**src/rtl/arbitro_registro_pkg.sv**
```systemverilog
// Shared constants and types for the round-robin arbiter that owns a 2-bit shared register.
package arbitro_registro_pkg;

  localparam int NUM_REQ      = 4;
  localparam int DATA_W       = 2;
  localparam int MAX_HOLD_DEF = 4;

  localparam logic [1:0] ST_IDLE  = 2'd0;
  localparam logic [1:0] ST_GRANT = 2'd1;
  localparam logic [1:0] ST_HOLD  = 2'd2;

  typedef logic [DATA_W-1:0] data_t;

  function automatic logic [NUM_REQ-1:0] owner_onehot(input logic [1:0] idx);
    return {{(NUM_REQ-1){1'b0}}, 1'b1} << idx;
  endfunction

endpackage

```
**src/rtl/arbitro_registro_if.sv**
```systemverilog
// Request/grant and shared-register bus between the requesters and the arbiter.
interface arbitro_registro_if;
  import arbitro_registro_pkg::*;

  logic [NUM_REQ-1:0] REQ;
  data_t              DATAIN0;
  data_t              DATAIN1;
  data_t              DATAIN2;
  data_t              DATAIN3;
  logic [NUM_REQ-1:0] GNT;
  data_t              DATAOUT;
  logic [1:0]         OWNER;
  logic               BUSY;
  logic               VALID;
  logic               TIMEOUT;

  modport master (
    output REQ, DATAIN0, DATAIN1, DATAIN2, DATAIN3,
    input  GNT, DATAOUT, OWNER, BUSY, VALID, TIMEOUT
  );

  modport slave (
    input  REQ, DATAIN0, DATAIN1, DATAIN2, DATAIN3,
    output GNT, DATAOUT, OWNER, BUSY, VALID, TIMEOUT
  );

endinterface

```
**src/rtl/reg_compartido_2b.sv**
```systemverilog
// Shared 2-bit register written only by the current grant owner.
module reg_compartido_2b
  import arbitro_registro_pkg::*;
(
  input  logic  clk,
  input  logic  reset,
  input  logic  i_load,
  input  data_t i_d,
  output data_t o_q
);

  data_t r_q;

  always_ff @(posedge clk or posedge reset) begin
    if (reset)       r_q <= '0;
    else if (i_load) r_q <= i_d;
  end

  assign o_q = r_q;

endmodule

```
**src/rtl/arbitro_registro.sv**
```systemverilog
// Round-robin arbiter: grants one requester, loads its data into the shared
// register, and holds the grant until release or a MAX_HOLD timeout.
module arbitro_registro
  import arbitro_registro_pkg::*;
#(
  parameter int MAX_HOLD = MAX_HOLD_DEF
) (
  input logic               clk,
  input logic               reset,
  arbitro_registro_if.slave bus
);

  localparam logic [2:0] HOLD_LAST = 3'(MAX_HOLD - 1);

  logic [1:0] r_state;
  logic [1:0] r_owner;
  logic [2:0] r_cnt;
  logic       r_timeout;

  logic [1:0] w_win;
  data_t      w_din;
  data_t      w_dout;
  logic       w_load;
  logic       w_busy;

  // Scan from the highest offset down so the requester right after OWNER wins.
  always_comb begin
    w_win = r_owner;
    for (int k = NUM_REQ; k >= 1; k--) begin
      if (bus.REQ[r_owner + 2'(k)]) w_win = r_owner + 2'(k);
    end
  end

  always_comb begin
    case (r_owner)
      2'd0:    w_din = bus.DATAIN0;
      2'd1:    w_din = bus.DATAIN1;
      2'd2:    w_din = bus.DATAIN2;
      default: w_din = bus.DATAIN3;
    endcase
  end

  always_ff @(posedge clk or posedge reset) begin
    if (reset) begin
      r_state   <= ST_IDLE;
      r_owner   <= 2'b11;
      r_cnt     <= 3'd0;
      r_timeout <= 1'b0;
    end else begin
      r_timeout <= 1'b0;
      case (r_state)
        ST_IDLE: begin
          if (|bus.REQ) begin
            r_owner <= w_win;
            r_state <= ST_GRANT;
          end
        end
        ST_GRANT: begin
          r_state <= ST_HOLD;
          r_cnt   <= 3'd0;
        end
        ST_HOLD: begin
          // A release on the limit cycle wins over the timeout.
          if (!bus.REQ[r_owner]) begin
            r_state <= ST_IDLE;
          end else if (r_cnt == HOLD_LAST) begin
            r_state   <= ST_IDLE;
            r_timeout <= 1'b1;
          end else begin
            r_cnt <= r_cnt + 3'd1;
          end
        end
        default: r_state <= ST_IDLE;
      endcase
    end
  end

  assign w_load = (r_state == ST_GRANT);
  assign w_busy = (r_state != ST_IDLE);

  reg_compartido_2b u_reg (
    .clk    (clk),
    .reset  (reset),
    .i_load (w_load),
    .i_d    (w_din),
    .o_q    (w_dout)
  );

  assign bus.GNT     = w_busy ? owner_onehot(r_owner) : '0;
  assign bus.DATAOUT = w_dout;
  assign bus.OWNER   = r_owner;
  assign bus.BUSY    = w_busy;
  assign bus.VALID   = (r_state == ST_HOLD) && (r_cnt == 3'd0);
  assign bus.TIMEOUT = r_timeout;

endmodule
```
**src/flat_wrapper.sv**
```systemverilog
// flat-port wrapper written by rule: the top's interface ports become plain ports
module arbitro_registro_flat import arbitro_registro_pkg::*;
#(
  parameter int MAX_HOLD = MAX_HOLD_DEF
)
  (clk, reset, bus_REQ, bus_DATAIN0, bus_DATAIN1, bus_DATAIN2, bus_DATAIN3, bus_GNT, bus_DATAOUT, bus_OWNER, bus_BUSY, bus_VALID, bus_TIMEOUT);
  arbitro_registro_if bus_i ();
  input logic clk;
  input logic reset;
  input wire logic [$bits(bus_i.REQ)-1:0] bus_REQ;
  input wire logic [$bits(bus_i.DATAIN0)-1:0] bus_DATAIN0;
  input wire logic [$bits(bus_i.DATAIN1)-1:0] bus_DATAIN1;
  input wire logic [$bits(bus_i.DATAIN2)-1:0] bus_DATAIN2;
  input wire logic [$bits(bus_i.DATAIN3)-1:0] bus_DATAIN3;
  output wire logic [$bits(bus_i.GNT)-1:0] bus_GNT;
  output wire logic [$bits(bus_i.DATAOUT)-1:0] bus_DATAOUT;
  output wire logic [$bits(bus_i.OWNER)-1:0] bus_OWNER;
  output wire logic [$bits(bus_i.BUSY)-1:0] bus_BUSY;
  output wire logic [$bits(bus_i.VALID)-1:0] bus_VALID;
  output wire logic [$bits(bus_i.TIMEOUT)-1:0] bus_TIMEOUT;
  assign bus_i.REQ = bus_REQ;
  assign bus_i.DATAIN0 = bus_DATAIN0;
  assign bus_i.DATAIN1 = bus_DATAIN1;
  assign bus_i.DATAIN2 = bus_DATAIN2;
  assign bus_i.DATAIN3 = bus_DATAIN3;
  assign bus_GNT = bus_i.GNT;
  assign bus_DATAOUT = bus_i.DATAOUT;
  assign bus_OWNER = bus_i.OWNER;
  assign bus_BUSY = bus_i.BUSY;
  assign bus_VALID = bus_i.VALID;
  assign bus_TIMEOUT = bus_i.TIMEOUT;
  arbitro_registro #(.MAX_HOLD(MAX_HOLD)) u_core (.clk(clk), .reset(reset), .bus(bus_i));
endmodule
```
**config.mk**
```make
export PLATFORM = sky130hd
export DESIGN_NAME = arbitro_registro_flat
export DESIGN_NICKNAME = d
export VERILOG_FILES = /design/src/rtl/arbitro_registro_pkg.sv /design/src/rtl/arbitro_registro_if.sv /design/src/rtl/reg_compartido_2b.sv /design/src/rtl/arbitro_registro.sv /design/src/flat_wrapper.sv
export SDC_FILE = /design/constraint.sdc
export NUM_CORES = 1
export LEC_CHECK = 0
export CAP_MARGIN = 0
export CORE_ASPECT_RATIO = 1.5
export CORE_MARGIN = 3
export CORE_UTILIZATION = 40
export CTS_CLUSTER_DIAMETER = 120
export DETAILED_ROUTE_END_ITERATION = 7
export GPL_TIMING_DRIVEN = 0
export PLACE_DENSITY = 0.74
export RECOVER_POWER = 25
export SLEW_MARGIN = 15
export SYNTH_ARGS = -nofsm -noshare
export SYNTH_HDL_FRONTEND = slang
export SYNTH_SLANG_ARGS = --single-unit
```
**constraint.sdc**
```tcl
create_clock -name clk -period 2.73 [get_ports clk]
set_input_delay 0.546 -clock clk [delete_from_list [all_inputs] [get_ports clk]]
set_output_delay 0.546 -clock clk [all_outputs]
set_load 0.02 [all_outputs]
```
==> results.txt <==
Total detailed-routing wirelength = 1760 um
Die area = 2760 um^2
Post-Syn Instances = 83
RSZ-0062 raised after global routing = no
Worst EP arrival = 2.04 ns
Endpoints failing hold = 0
Distinct cells, synth = 33
CTS resizes = 0
Clk slew on worst S/H paths = 0.07 ns
P_int = 0.734 mW
Power Total = 1.25 mW
Slew HR = 69.4%
Crit Reg-Reg Endpoint = u_core.r_state[1]
Crit path from = u_core.bus.OWNER[0]
Multi-input logic area = 543 um^2
Clock skew = 0.00277 ns
Max cap viols = 0
Ys flop type = dfrtp_1
Sequential Power Share = 22.6%
Share of layout cells above drive strength 1 = 15.3%
First-pass GRT wire length = 3010 um
Vias/cell = 5.35
Slowest library cell on the worst path = dfstp_2
Wire length per cell = 13.2 um
CP endpoint = bus_GNT[2]
Detail Route Antenna Nets = 0
Diode count = 0
GPL Wtd Cong = 0.694
P_sw = 0.519 mW
Die X = 43.9 um
CP Capture Type = output pin
Sw frac = 41.4%
Cell taking the most area after synthesis = dfrtp_1
Cells along the critical path = buf_6 > inv_1 > ha_1 > nor2b_1 > clkdlybuf4s50_1
Tmin final = 2.59 ns
Worst-skew pair later-pin latency = 0.27 ns
Initial antenna violation count = 0
Area Overhead vs Synth = 35.2%
CTS Buf Count = 3
Power Density = 1070 nW/um^2
Port-buffer cells = 24
Worst r2r src = u_core.bus.OWNER[0]
Xor/xnor cell area share of the yosys netlist = 1.01%
Synth area leaders = dfrtp_1, ha_1, mux4_2, dfstp_2, inv_1
Clock buffer depth = 2
Fillers = 195
Post-synthesis compound-gate area fraction = 13.2%
Tot GR Track Use = 14.0%
Initial DRT Pass Iterations = 2
Async SR Flop Fraction = 100%
Via count = 711
Fmax = 0.387 GHz
Clk sinks = 10
Post-synthesis mux area share = 17.8%
Register area = 253 um^2
Core box area = 2030 um^2
Cell Area, Synth = 863 um^2
Die Ht = 62.9 um
Crit path max fanout = 9
FF-to-FF path depth = 5
Share of the yosys chip area belonging to registers = 29.3%
Avg Inst Size Synth = 10.4 um^2
Final HPWL DP = 1460 um
# DRC = 0
Tightest Pin Transition = 0.456 ns
Fin crit share = 94.7%
Worst ir drop on vdd = 565 uV
CTS tree = done
Iter 0 DRT Violations = 9
Total negative setup slack = 0 ns
Seq cells post-synth = 10
Status = complete, no violations
Combinational fraction of design power = 66.7%
H-tree levels = 1
Vias in the first global route = 732
Post-synth top area share = 23.2%
Post-CTS Setup Bufs = 0
Critical Path RT = 2.18 ns
Root buffer cell = clkbuf_4
Post-Syn Nets = 109
Largest net degree at the start of global routing = 11
Clock share of power = 10.7%
CP peak stage delay = 0.60 ns
Main combinational cell family by area after synthesis = multiplexers
EDFF count, synth = 0
WS Path Type = reg -> out
Final Max Tran Viols = 0
Lkg Pwr = 0.531 nW
Yosys warns = 0
GRT overflow = 0
R2R Setup Slk = 0.70 ns
Initial Utilization = 42.6%
Final net count = 138
Hold crit path type = reg -> reg
Hold_buf cts = 0
Synth Area in Simple Gates = 13.5%
I/O pin count = 25
Startpoint Class = flip-flop
Adder-cell share of the synthesized area = 17.4%
# setup viols final = 0
Floorplan row count = 20
## cell usage after synthesis (all sizes together) (2+ instances only)
| cell type | instances |
|---|---|
| ha | 12 |
| nor2 | 4 |
| nand2 | 2 |
| nor2b | 5 |
| dfrtp | 8 |
| o2bb2ai | 2 |
| dfstp | 2 |
| and3 | 2 |
| mux4 | 4 |
| mux2 | 3 |
| mux2i | 3 |
| a222oi | 2 |
| o21ai | 3 |
| inv | 14 |
## cell type report
| type | count | area share, % |
|---|---|---|
| Multi-Input combinational cell | 57 | 46.5 |
| Sequential cell | 10 | 21.7 |
| Timing Repair Buffer | 24 | 20.6 |
| Inverter | 14 | 4.50 |
| Clock buffer | 4 | 3.11 |
| Tap cell | 22 | 2.36 |
| Buffer | 2 | 1.29 |
## registers in the layout, indices dropped and copies added, names as in the netlist
signal	cells
u_core.r_cnt	3
u_core.bus.OWNER	2
u_core.r_state	2
u_core.u_reg.o_q	2
u_core.bus.TIMEOUT	1
## logic make-up (layout without fill, tap and decap cells)
family	after synthesis	after routing
and+or+nand+nor	20	20
buffers and inverters	16	44
AOI/OAI and AO/OA	14	14
adders and majority gates	12	12
muxes	10	10
DFF	10	10
xor gates and xnor gates	1	1
## placed cells by master, fill, tap and decap left out, types with 2 or more instances in the layout
cell type / n
clkdlybuf4s50_1: 23
inv_1: 14
ha_1: 12
dfrtp_1: 8
nor2b_1: 5
mux4_2: 4
nor2_1: 4
mux2i_1: 3
clkbuf_4: 3
a222oi_1: 2
nand2_1: 2
o21ai_1: 2
mux2_2: 2
o2bb2ai_1: 2
and3_1: 2
dfstp_2: 2
## per-stage QoR
step | utilization (%) | worst slack [ns] | cells | area [um^2] | hold slack (ns)
finish | 57.6 | 0.144 | 133 | 1170 | 0.496
global route | 57.6 | 0.0452 | 133 | 1170 | 0.522
CTS | 57.6 | 0.139 | 133 | 1170 | 0.502
floorplan | - | 0.734 | 83 | 863 | 0.385
detailed placement | 55.8 | 0.360 | 129 | 1130 | 0.482
global placement | 55.8 | 0.400 | 129 | 1130 | 0.473
## per-layer routing
metal  global-route usage, %  vias to the layer above  share of wire (%)
met1                    15.1                      341                 39
met2                    25.2                       14                 56
met3                    2.02                        2                3.6
met4                    6.42                        0               0.97
met5                       0                        -                  0
li1                        -                      354                  -
## critical path: cells and delay by family, from the launching register on
kind,cells,cell delay [ns]
buffers and inverters,3,0.81
AND/OR/NAND/NOR,1,0.13
flip-flops,1,0.60
adder cells (fa/ha/maj),1,0.23
## power groups by stage
stage | Sequential [mW] | Clock [mW] | Combinational, mW
2_1_floorplan | 0.307 | 0 | 0.557
5_1_grt | 0.297 | 0.141 | 0.925
3_5_place_dp | 0.287 | 0 | 0.851
4_1_cts | 0.285 | 0.135 | 0.852
6_report | 0.283 | 0.134 | 0.836
3_3_place_gp | 0.285 | 0 | 0.824
## how the worst min path moves through the flow
stage / start / to / slack, ns / depth (start not counted)
2_1_floorplan: reset / u_core.bus.TIMEOUT / 0.38 / 1
3_3_place_gp: u_core.r_cnt[2] / u_core.r_cnt[2] / 0.47 / 1
3_5_place_dp: u_core.r_cnt[2] / u_core.r_cnt[2] / 0.48 / 1
4_1_cts: u_core.r_cnt[2] / u_core.r_cnt[2] / 0.50 / 1
5_1_grt: u_core.u_reg.o_q[1] / u_core.u_reg.o_q[1] / 0.52 / 1
6_report: u_core.r_cnt[2] / u_core.r_cnt[2] / 0.50 / 1
Power figures use the tool's default switching activity.
